[config.mk]
export PLATFORM = sky130hd
export DESIGN_NAME = alu_seq
export DESIGN_NICKNAME = d
export VERILOG_FILES = /design/src/rtl/alu_seq.sv
export SDC_FILE = /design/constraint.sdc
export NUM_CORES = 1
export LEC_CHECK = 0
export CORE_MARGIN = 4
export CORE_UTILIZATION = 45
export DETAILED_ROUTE_END_ITERATION = 8
export PLACE_DENSITY = 0.72
export SETUP_SLACK_MARGIN = 0.15
export SYNTH_ARGS = -nofsm -noshare
export SYNTH_HDL_FRONTEND = slang
export SYNTH_SLANG_ARGS = --single-unit
[constraint.sdc]
create_clock -name clk -period 6.15 [get_ports clk]
set_input_delay 0.615 -clock clk [delete_from_list [all_inputs] [get_ports clk]]
set_output_delay 0.615 -clock clk [all_outputs]
set_load 0.05 [all_outputs]
[src/rtl/alu_seq.sv]
// -----------------------------------------------------------------------------
// alu_seq : multi-cycle execute-stage ALU for the multicycle datapath.
//
// Single-cycle operations (and/or/add/sub/slt/nor/bne-compare) finish on the
// accepting edge. Signed multiply runs an n-iteration shift-add on magnitudes
// and applies the sign on the last iteration, then writes HI/LO.
//
// Ports
//   clk        in  1  rising-edge clock
//   reset      in  1  asynchronous, active-high reset
//   start      in  1  request, accepted on a rising edge while busy = 0
//   a          in  n  operand A (rs)
//   b          in  n  operand B (rt / immediate)
//   alucontrol in  3  operation code
//   busy       out 1  multiply in progress, start ignored while high
//   done       out 1  one-cycle pulse, result/zero (and hi/lo for mult) valid
//   result     out n  registered result
//   zero       out 1  registered branch flag
//   hi         out n  upper half of last product
//   lo         out n  lower half of last product
// -----------------------------------------------------------------------------
module alu_seq #(
   parameter int n = 32
) (
   input  logic         clk,
   input  logic         reset,
   input  logic         start,
   input  logic [n-1:0] a,
   input  logic [n-1:0] b,
   input  logic [2:0]   alucontrol,
   output logic         busy,
   output logic         done,
   output logic [n-1:0] result,
   output logic         zero,
   output logic [n-1:0] hi,
   output logic [n-1:0] lo
);

   localparam int CW = (n > 1) ? $clog2(n) : 1;
   localparam logic [CW-1:0] LAST    = CW'(n - 1);
   localparam logic [CW-1:0] CNT_ONE = CW'(1);

   localparam logic [2:0] OP_AND  = 3'b000;
   localparam logic [2:0] OP_OR   = 3'b001;
   localparam logic [2:0] OP_ADD  = 3'b010;
   localparam logic [2:0] OP_MULT = 3'b011;
   localparam logic [2:0] OP_NOR  = 3'b100;
   localparam logic [2:0] OP_BNE  = 3'b101;
   localparam logic [2:0] OP_SUB  = 3'b110;
   localparam logic [2:0] OP_SLT  = 3'b111;

   localparam logic [n-1:0]   ZERO_N  = {n{1'b0}};
   localparam logic [n-1:0]   ONE_N   = {{(n-1){1'b0}}, 1'b1};
   localparam logic [2*n-1:0] ZERO_2N = {(2*n){1'b0}};
   localparam logic [2*n-1:0] ONE_2N  = {{(2*n-1){1'b0}}, 1'b1};

   typedef enum logic [0:0] {
      S_IDLE = 1'b0,
      S_MULT = 1'b1
   } state_t;

   // Magnitude of a two's-complement value; the most negative value maps to
   // itself, which is the correct unsigned magnitude.
   function automatic logic [n-1:0] abs_val(input logic [n-1:0] v);
      logic [n-1:0] r;
      if (v[n-1]) begin
         r = ~v + ONE_N;
      end else begin
         r = v;
      end
      return r;
   endfunction

   // Two's-complement negation of the full-width accumulator.
   function automatic logic [2*n-1:0] neg_2n(input logic [2*n-1:0] v);
      return ~v + ONE_2N;
   endfunction

   // One shift-add iteration. The multiplier sits in the low half of the
   // accumulator; its LSB gates the add of the multiplicand into the high half,
   // and the carry is kept by shifting the (n+1)-bit sum back in at the top.
   function automatic logic [2*n-1:0] mult_step(input logic [2*n-1:0] acc,
                                                input logic [n-1:0]   mcand);
      logic [n:0] addend;
      logic [n:0] sum;
      addend = {1'b0, mcand} & {(n+1){acc[0]}};
      sum    = {1'b0, acc[2*n-1:n]} + addend;
      return {sum, acc[n-1:1]};
   endfunction

   // Single-cycle operations; returns {zero, result}.
   function automatic logic [n:0] alu_eval(input logic [2:0]   op,
                                           input logic [n-1:0] x,
                                           input logic [n-1:0] y);
      logic [n-1:0] r;
      logic         z;
      r = ZERO_N;
      z = 1'b1;
      case (op)
         OP_AND: r = x & y;
         OP_OR:  r = x | y;
         OP_ADD: r = x + y;
         OP_SUB: r = x - y;
         OP_SLT: r = ($signed(x) < $signed(y)) ? ONE_N : ZERO_N;
         OP_NOR: r = ~(x | y);
         OP_BNE: r = x - y;
         default: r = ZERO_N;
      endcase
      // bne-compare inverts the sense so the branch unit always tests zero.
      if (op == OP_BNE) begin
         z = (x != y);
      end else begin
         z = (r == ZERO_N);
      end
      return {z, r};
   endfunction

   state_t          state_q, state_d;
   logic [CW-1:0]   count_q, count_d;
   logic [2*n-1:0]  acc_q, acc_d;
   logic [n-1:0]    mcand_q, mcand_d;
   logic            sign_q, sign_d;
   logic            busy_q, busy_d;
   logic            done_q, done_d;
   logic [n-1:0]    result_q, result_d;
   logic            zero_q, zero_d;
   logic [n-1:0]    hi_q, hi_d;
   logic [n-1:0]    lo_q, lo_d;

   logic [2*n-1:0]  step_s;
   logic [2*n-1:0]  prod_s;
   logic [n:0]      alu_s;

   // Next-state and next-output computation for the IDLE/MULT controller.
   always_comb begin
      state_d  = state_q;
      count_d  = count_q;
      acc_d    = acc_q;
      mcand_d  = mcand_q;
      sign_d   = sign_q;
      busy_d   = busy_q;
      done_d   = 1'b0;
      result_d = result_q;
      zero_d   = zero_q;
      hi_d     = hi_q;
      lo_d     = lo_q;

      step_s = mult_step(acc_q, mcand_q);
      // Sign is applied only to the finished magnitude product.
      if (sign_q) begin
         prod_s = neg_2n(step_s);
      end else begin
         prod_s = step_s;
      end
      alu_s = alu_eval(alucontrol, a, b);

      case (state_q)
         S_IDLE: begin
            if (start) begin
               if (alucontrol == OP_MULT) begin
                  state_d = S_MULT;
                  count_d = {CW{1'b0}};
                  acc_d   = {ZERO_N, abs_val(b)};
                  mcand_d = abs_val(a);
                  sign_d  = a[n-1] ^ b[n-1];
                  busy_d  = 1'b1;
               end else begin
                  result_d = alu_s[n-1:0];
                  zero_d   = alu_s[n];
                  done_d   = 1'b1;
               end
            end else begin
               busy_d = 1'b0;
            end
         end
         S_MULT: begin
            // start is deliberately not looked at here.
            if (count_q == LAST) begin
               state_d  = S_IDLE;
               count_d  = {CW{1'b0}};
               acc_d    = prod_s;
               hi_d     = prod_s[2*n-1:n];
               lo_d     = prod_s[n-1:0];
               result_d = prod_s[n-1:0];
               zero_d   = (prod_s == ZERO_2N);
               busy_d   = 1'b0;
               done_d   = 1'b1;
            end else begin
               acc_d   = step_s;
               count_d = count_q + CNT_ONE;
            end
         end
         default: begin
            state_d = S_IDLE;
            count_d = {CW{1'b0}};
            busy_d  = 1'b0;
         end
      endcase
   end

   // State and output registers; reset aborts any multiply in flight.
   always_ff @(posedge clk or posedge reset) begin
      if (reset) begin
         state_q  <= S_IDLE;
         count_q  <= {CW{1'b0}};
         acc_q    <= ZERO_2N;
         mcand_q  <= ZERO_N;
         sign_q   <= 1'b0;
         busy_q   <= 1'b0;
         done_q   <= 1'b0;
         result_q <= ZERO_N;
         zero_q   <= 1'b0;
         hi_q     <= ZERO_N;
         lo_q     <= ZERO_N;
      end else begin
         state_q  <= state_d;
         count_q  <= count_d;
         acc_q    <= acc_d;
         mcand_q  <= mcand_d;
         sign_q   <= sign_d;
         busy_q   <= busy_d;
         done_q   <= done_d;
         result_q <= result_d;
         zero_q   <= zero_d;
         hi_q     <= hi_d;
         lo_q     <= lo_d;
      end
   end

   assign busy   = busy_q;
   assign done   = done_q;
   assign result = result_q;
   assign zero   = zero_q;
   assign hi     = hi_q;
   assign lo     = lo_q;

endmodule

==> impl_results.md, run 1 <==
* Outcome: finished clean
* Worst Skew at 0.01790 ns
* Fin. Hold Viols at 0
* DR iter-0 viols at 2920
* Post-Place Setup Slack at 0.4382 ns
* Sink Count at 202
* Final setup violation count at 0
* Via-per-instance ratio at 6.576
* CORE AREA at 0.04355 mm²
* Leakage power at 9.388 nW
* Rows at 76
* Router iterations before antenna repair at 6
* Crit share post-route at 88.16%
* Clock Path Buffers at 3
* Sw Share at 56.18%
* Critical Path RT at 6.61 ns
* Seq/Total Area, Yosys at 25.26%
* Cells after synthesis at 2627
* Total wire length at 90.34 mm
* RSZ-0062 raised after global routing: false
* Ys Warns at 0
* Combinational Power Share at 69.9%
* Max cap viols at 0
* CTS root buffer: clkbuf_16
* Clock power frac at 10.8%
* Max stage delay on crit path at 0.58 ns
* Reg2reg end: zero$_DFFE_PP0P_
* Clock latency on the worst-skew pair at 0.53 ns
* DRC violations left at 0
* Post-synth top area share at 25.26%
* Crit-path most repeated cell: xor2_1
* Int Pwr at 5.875 mW
* Worst path slowest cell: dfrtp_2
* Most common cell in the netlist: nand2_1
* Setup TNS Final at 0 ns
* Yosys reg bits at 202
* Cts repair resizes at 0
* Routed vias at 21730
* Delay-heaviest family, CP: simple AND/OR/NAND/NOR gates
* Post-DP HPWL at 71.93 mm
* Synth Cell Area at 0.02001 mm²
* WP depth at 15
* Least-Margin Pin Slew at 1.428 ns
* Avg Inst Size Synth at 7.617 µm²
* R2r startpoint: acc_q[0]$_DFFE_PP0P_
* Layout cells sized above 1 at 6.291%
* Netlist cell types at 98
* H-tree depth at 1
* Dominant cells by area after synthesis: dfrtp_1 25%, ha_1 8.3%, nand2_1 6.1%
* FMAX at 0.1844 GHz
* Antenna violations before repair at 5
* Pwr Total at 13.41 mW
* I/O Buffers at 168
* CTS buffer count at 22
* First-pass GRT wire length at 132.9 mm
* Gr ovfl total at 0
* Drt wl/cell at 27.33 µm
* CTS tree: built
* Slew HR at 3.771%
* Die Span X at 218.9 µm
* Asr flop ratio synth at 100.0%
* Initial Util at 45.94%
* Critical path endpoint: zero$_DFFE_PP0P_
* Post-synth top area cell: dfrtp_1
* IO Pins at 169
* Area delta synth->final at 15.07%
* Final layout net count at 2908
* Vias in the first global route at 20600
* Post-CTS setup buffers at 0
* Gr usage total at 36.28%
* Top cells by count, synth: 326 x nand2_1, 241 x o21ai_0, 219 x nor2_1
* Worst-path fanout max at 33
* Cell area power density at 582.4 mW/mm²
* Die area at 0.04790 mm²
* Synth Flop Type: dfrtp_1
* Largest net degree at the start of global routing at 74
* Fill count at 4266
* Die H at 218.9 µm
* Worst r2r path cells at 15
* Worst setup EP type: register
* Crit path from: acc_q[0]$_DFFE_PP0P_
* Worst VDD drop at 0.3174 mV
* Mapped Nets at 2833
* Worst Path Buf+Inv at 0
* Worst endpoint data arrival time at 5.88 ns
* Max-slew violations at 0
* Reg2Reg Setup Slack at 0.73 ns
* Hold_ws at 0.3983 ns
* RePlAce Congestion at 1.027
* Tightest Hold Check Type: in -> async
* Clock Pin Slew Worst Setup and Hold Paths at 0.07 ns
* Switching power at 7.533 mW
* Post-route setup slack at 0.7281 ns
* Nature of the critical path startpoint: register
* Final min period at 5.422 ns
* Cts hold-fix bufs at 0
* Antenna Violating Nets Remaining at 0
* Final core utilization at 52.87%
* Post-synth EDFFs at 0
* Worst Path Class, Setup: reg -> reg
* CP cell instances: and2_1 -> ha_1 -> fa_1 -> a21o_1 -> a311o_1 -> a21oi_1 -> xor2_1 -> o2111ai_1 -> or3_4 -> o31ai_4 -> xor2_1 -> a22oi_1 -> nor4_1 -> nand4_1 -> nand3_1
* Flop pwr share at 19.3%
## sequential cells by signal (all words and copies together) (netlist names)
register	cells
acc_q	64
busy	1
count_q	5
done	1
hi	32
lo	32
mcand_q	32
result	32
sign_q	1
state_q	1
zero	1
## layer usage
| metal | vias up | GRT usage (%) | share of wire (%) |
|---|---|---|---|
| li1 | 9661 | - | - |
| met4 | 6 | 13.97 | 4.7 |
| met2 | 1273 | 58.41 | 45 |
| met5 | - | 0 | 0.038 |
| met1 | 10560 | 48.75 | 41 |
| met3 | 233 | 6.328 | 9.8 |
## power groups by stage
stage | Combinational (mW) | Sequential (mW) | Clock, mW
final | 9.37 | 2.59 | 1.45
after global routing | 10.0 | 2.66 | 1.51
after CTS | 9.16 | 2.57 | 1.46
after detailed placement | 9.13 | 2.58 | 0
after global placement | 9.06 | 2.56 | 0
after floorplan | 5.64 | 3.04 | 0
## layout by cell type (no fill, tap or decap), types with 30 or more instances in the layout
| cell type | n |
|---|---|
| dfrtp_1 | 199 |
| clkdlybuf4s50_1 | 168 |
| xnor2_1 | 111 |
| nor4_1 | 38 |
| xor2_1 | 82 |
| a211oi_1 | 43 |
| ha_1 | 133 |
| buf_4 | 62 |
| mux2i_1 | 34 |
| a21oi_1 | 194 |
| or3_1 | 30 |
| nand4_1 | 38 |
| nor3_1 | 42 |
| inv_1 | 111 |
| nand2_1 | 324 |
| o211ai_1 | 30 |
| and2_1 | 50 |
| nand3_1 | 51 |
| o31ai_1 | 53 |
| nor2_1 | 216 |
| o21ai_0 | 241 |
## cell type report
cell class,instances,area [µm²],area share [%]
Tap cell,585,732.0,3.179
Inverter,118,446.7,1.940
Timing Repair Buffer,230,2147,9.325
Antenna cell,2,5.005,0.02174
Sequential cell,202,5061,21.98
Multi-Input combinational cell,2128,13850,60.16
Clock buffer,22,550.5,2.391
Clock inverter,18,231.5,1.005
## worst min path at each step
stage / startpoint / to / depth (start not counted)
after global placement: hi[27]$_DFFE_PP0P_ / hi[27]$_DFFE_PP0P_ / 2
after detailed placement: hi[29]$_DFFE_PP0P_ / hi[29]$_DFFE_PP0P_ / 2
after global routing: reset / lo[2]$_DFFE_PP0P_ / 2
after CTS: reset / lo[28]$_DFFE_PP0P_ / 2
final: reset / lo[28]$_DFFE_PP0P_ / 2
after floorplan: acc_q[32]$_DFFE_PP0P_ / acc_q[32]$_DFFE_PP0P_ / 2
## kinds of logic after synthesis
kind of cell	after synthesis	share of synthesized area, %
AO/OA/AOI/OAI	834	27.41
XOR/XNOR	193	8.448
adder cells (fa/ha/maj)	136	8.617
buffers and inverters	297	5.678
flip-flops	202	25.26
multiplexers	38	1.926
AND/OR/NAND/NOR	927	22.66
## per-stage QoR
| step | instance area, µm² | instances |
|---|---|---|
| after floorplan | 20010 | 2627 |
| after global placement | 22240 | 3263 |
| after detailed placement | 22240 | 3263 |
| after CTS | 23020 | 3303 |
| after global routing | 23020 | 3303 |
| final | 23020 | 3305 |
No activity file was read; power rests on OpenSTA's default activity.
==> run 2, diff against run 1 <==
==> constraint.sdc (replaced) <==
create_clock -name clk -period 4.5 [get_ports clk]
set_input_delay 0.45 -clock clk [delete_from_list [all_inputs] [get_ports clk]]
set_output_delay 0.45 -clock clk [all_outputs]
set_load 0.05 [all_outputs]
==> run 2 against run 1 <==
  * Clock power increased by 28%
  * Sequential power increased by 28%
  * Sequential share of layout area decreased by 3.0 points
  * Worst setup slack got worse by 0.60 ns
  * Largest power group unchanged
  * Fmax increased by 24%
  * Die area unchanged
  * Wire length increased by 6.2%
  * Cell area increased by 16%
  * Clock skew increased by 0.0012 ns
  * Utilization increased by 8.3 points
  * Global-route usage increased by 2.1 points
  * Total power increased by 62%
==> impl_results.md, run 2 (synthesis results as in run 1) <==
* Outcome: finished clean
* H-tree depth at 1 (unchanged)
* Worst VDD drop at 0.4486 mV (+41%)
* CTS tree: built
* Worst endpoint data arrival time at 4.80 ns (-1.08 ns)
* I/O Buffers at 168 (unchanged)
* Worst path slowest cell: or3_4
* R2r startpoint: acc_q[0]$_DFFE_PP0P_
* Vias in the first global route at 22840 (+11%)
* Router iterations before antenna repair at 6 (unchanged)
* Leakage power at 11.58 nW (+23%)
* Rows at 76 (unchanged)
* Gr usage total at 38.36% (+2.1 points)
* Clock Path Buffers at 3 (unchanged)
* RePlAce Congestion at 1.030 (+0.30%)
* Max stage delay on crit path at 0.42 ns (-0.16 ns)
* Total wire length at 95.93 mm (+6.2%)
* Final Cell Area at 0.02665 mm² (+16%)
* CORE AREA at 0.04355 mm² (unchanged)
* Worst Path Class, Setup: reg -> reg
* Die area at 0.04790 mm² (unchanged)
* Post-DP HPWL at 77.51 mm (+7.8%)
* DRC violations left at 0 (unchanged)
* Die H at 218.9 µm (unchanged)
* Max reg flops at 64 (unchanged)
* Antenna Violating Nets Remaining at 0 (unchanged)
* Routed vias at 23490 (+8.1%)
* Initial Util at 45.94% (unchanged)
* Post-placement cell area at 0.02552 mm² (+15%)
* Final layout net count at 3352 (+15%)
* FMAX at 0.2285 GHz (+24%)
* CTS root buffer: clkbuf_16
* CTS buffer count at 21 (-4.5%)
* Sink Count at 202 (unchanged)
* Crit share post-route at 97.26% (+9.1 points)
* DR iter-0 viols at 3001 (+2.8%)
* Die Span X at 218.9 µm (unchanged)
* Nature of the critical path startpoint: register
* Commonest non-fill, non-tap cell in the layout: buf_4
* Worst setup EP type: register
* Commonest cells after routing, fill and taps aside: 504 x buf_4, 324 x nand2_1, 236 x o21ai_0
* Worst Skew at 0.01911 ns (+0.001217 ns)
* Final setup violation count at 0 (unchanged)
* Critical Path RT at 4.92 ns (-1.69 ns)
* Fill count at 3954 (-7.3%)
* Slew HR at 19.53% (+16 points)
* Crit-path most repeated cell: buf_4
* Tightest Hold Check Type: in -> async
* Gr ovfl total at 0 (unchanged)
* Cell area power density at 814.5 mW/mm² (+40%)
* Worst r2r path cells at 21 (+6)
* Layout cells sized above 1 at 21.10% (+15 points)
* Antenna violations before repair at 4 (-1)
* Top reg by flops: acc_q
* CP cell instances: and2_4 -> ha_4 -> fa_2 -> a21o_1 -> buf_4 -> buf_4 -> a21oi_1 -> xnor2_1 -> buf_4 -> a211oi_4 -> nand4bb_4 -> buf_4 -> or3_4 -> o21ai_2 -> o21ai_0 -> a22oi_1 -> nor4_2 -> buf_4 -> nand4_1 -> buf_4 -> nand3_2
* RSZ-0062 raised after global routing: true
* Hold_ws at 0.4474 ns (+0.04915 ns)
* Clock Pin Slew Worst Setup and Hold Paths at 0.07 ns (about the same)
* Drt wl/cell at 25.60 µm (-6.3%)
* Final min period at 4.377 ns (-1.045 ns)
* Max-slew violations at 0 (unchanged)
* Reg2Reg Setup Slack at 0.12 ns (-0.60 ns)
* Reg2reg end: zero$_DFFE_PP0P_
* Via-per-instance ratio at 6.269 (-4.7%)
* Clock latency on the worst-skew pair at 0.53 ns (about the same)
* Fin. Hold Viols at 0 (unchanged)
* Pwr Total at 21.71 mW (+62%)
* First-pass GRT wire length at 140.5 mm (+5.7%)
* IO Pins at 169 (unchanged)
* Worst-path fanout max at 5 (-85%)
* Largest net degree at the start of global routing at 119 (+61%)
* Least-Margin Pin Slew at 1.177 ns (-0.2517 ns)
* Area delta synth->final at 33.19%
* Max cap viols at 0 (unchanged)
==> run 2: cell types whose count changed in the layout (fill, tap and decap cells not counted), sizes merged <==
cell and change:
buf +445, diode -1, clkinvlp -2, bufinv -2, clkinv -4, clkbuf +6
==> run 2: per-layer routing <==
metal	part of all wire, %	track usage, %
met1	41	51.55
met2	44	60.38
met3	9.3	6.549
met4	5.9	17.80
met5	0.028	0
==> run 2: critical path, delay by kind of cell (launching register included) <==
kind                       cells  cell delay, ns
and+or+nand+nor                6            0.96
AOI/OAI and AO/OA              6            1.30
DFF                            1            0.40
buffers and inverters          6            0.94
adders and majority gates      2            0.51
xor gates and xnor gates       1            0.14
==> run 2: what timing repair did <==
item,CTS,global route
setup endpoints to repair,2,11
gates resized for setup,12,56
hold buffers,0,0
hold endpoints to repair,0,0
buffers inserted,5,7
pin swaps,10,20
cloned,0,0
==> run 2: report_power, final <==
| group | leakage, nW | switching, mW | total (mW) | internal (mW) |
|---|---|---|---|---|
| combinational | 8.73 | 9.81 | 16.5 | 6.72 |
| clock | 0.354 | 0.792 | 1.85 | 1.06 |
| sequential | 2.49 | 0.681 | 3.32 | 2.64 |
| total | 11.6 | 11.3 | 21.7 | 10.4 |
==> run 2: cell type report <==
class / instances / area [µm²] / area share (%)
diodes: 1 / 2.502 / 0.009390
clock buffers: 28 / 601.8 / 2.258
clock inverters: 10 / 113.9 / 0.4272
inverters: 118 / 446.7 / 1.676
multi-input cells: 2128 / 14170 / 53.16
flip-flops and latches: 202 / 5060 / 18.99
well taps: 585 / 732.0 / 2.746
repair buffers: 675 / 5525 / 20.73
==> run 2: through the flow <==
stage	worst slack [ns]	setup TNS (ns)	std cells	utilization, %
3_5_place_dp	-0.5618	-1.301	3696	58.59
4_1_cts	0.1515	0	3739	60.45
6_report	0.1232	0	3747	61.19
3_3_place_gp	-0.4949	-1.098	3696	58.59
5_1_grt	-0.01022	-0.01022	3746	61.19
2_1_floorplan	0.2432	0	2627	-
==> run 2: worst max-delay path by stage <==
stage	start	endpoint	slack [ns]	depth (start not counted)
6_report	acc_q[0]$_DFFE_PP0P_	zero$_DFFE_PP0P_	0.12	21
5_1_grt	acc_q[0]$_DFFE_PP0P_	zero$_DFFE_PP0P_	-0.01	21
4_1_cts	acc_q[0]$_DFFE_PP0P_	zero$_DFFE_PP0P_	0.15	17
3_5_place_dp	b[5]	zero$_DFFE_PP0P_	-0.56	18
3_3_place_gp	a[4]	zero$_DFFE_PP0P_	-0.49	18
2_1_floorplan	acc_q[0]$_DFFE_PP0P_	acc_q[63]$_DFFE_PP0P_	0.24	16
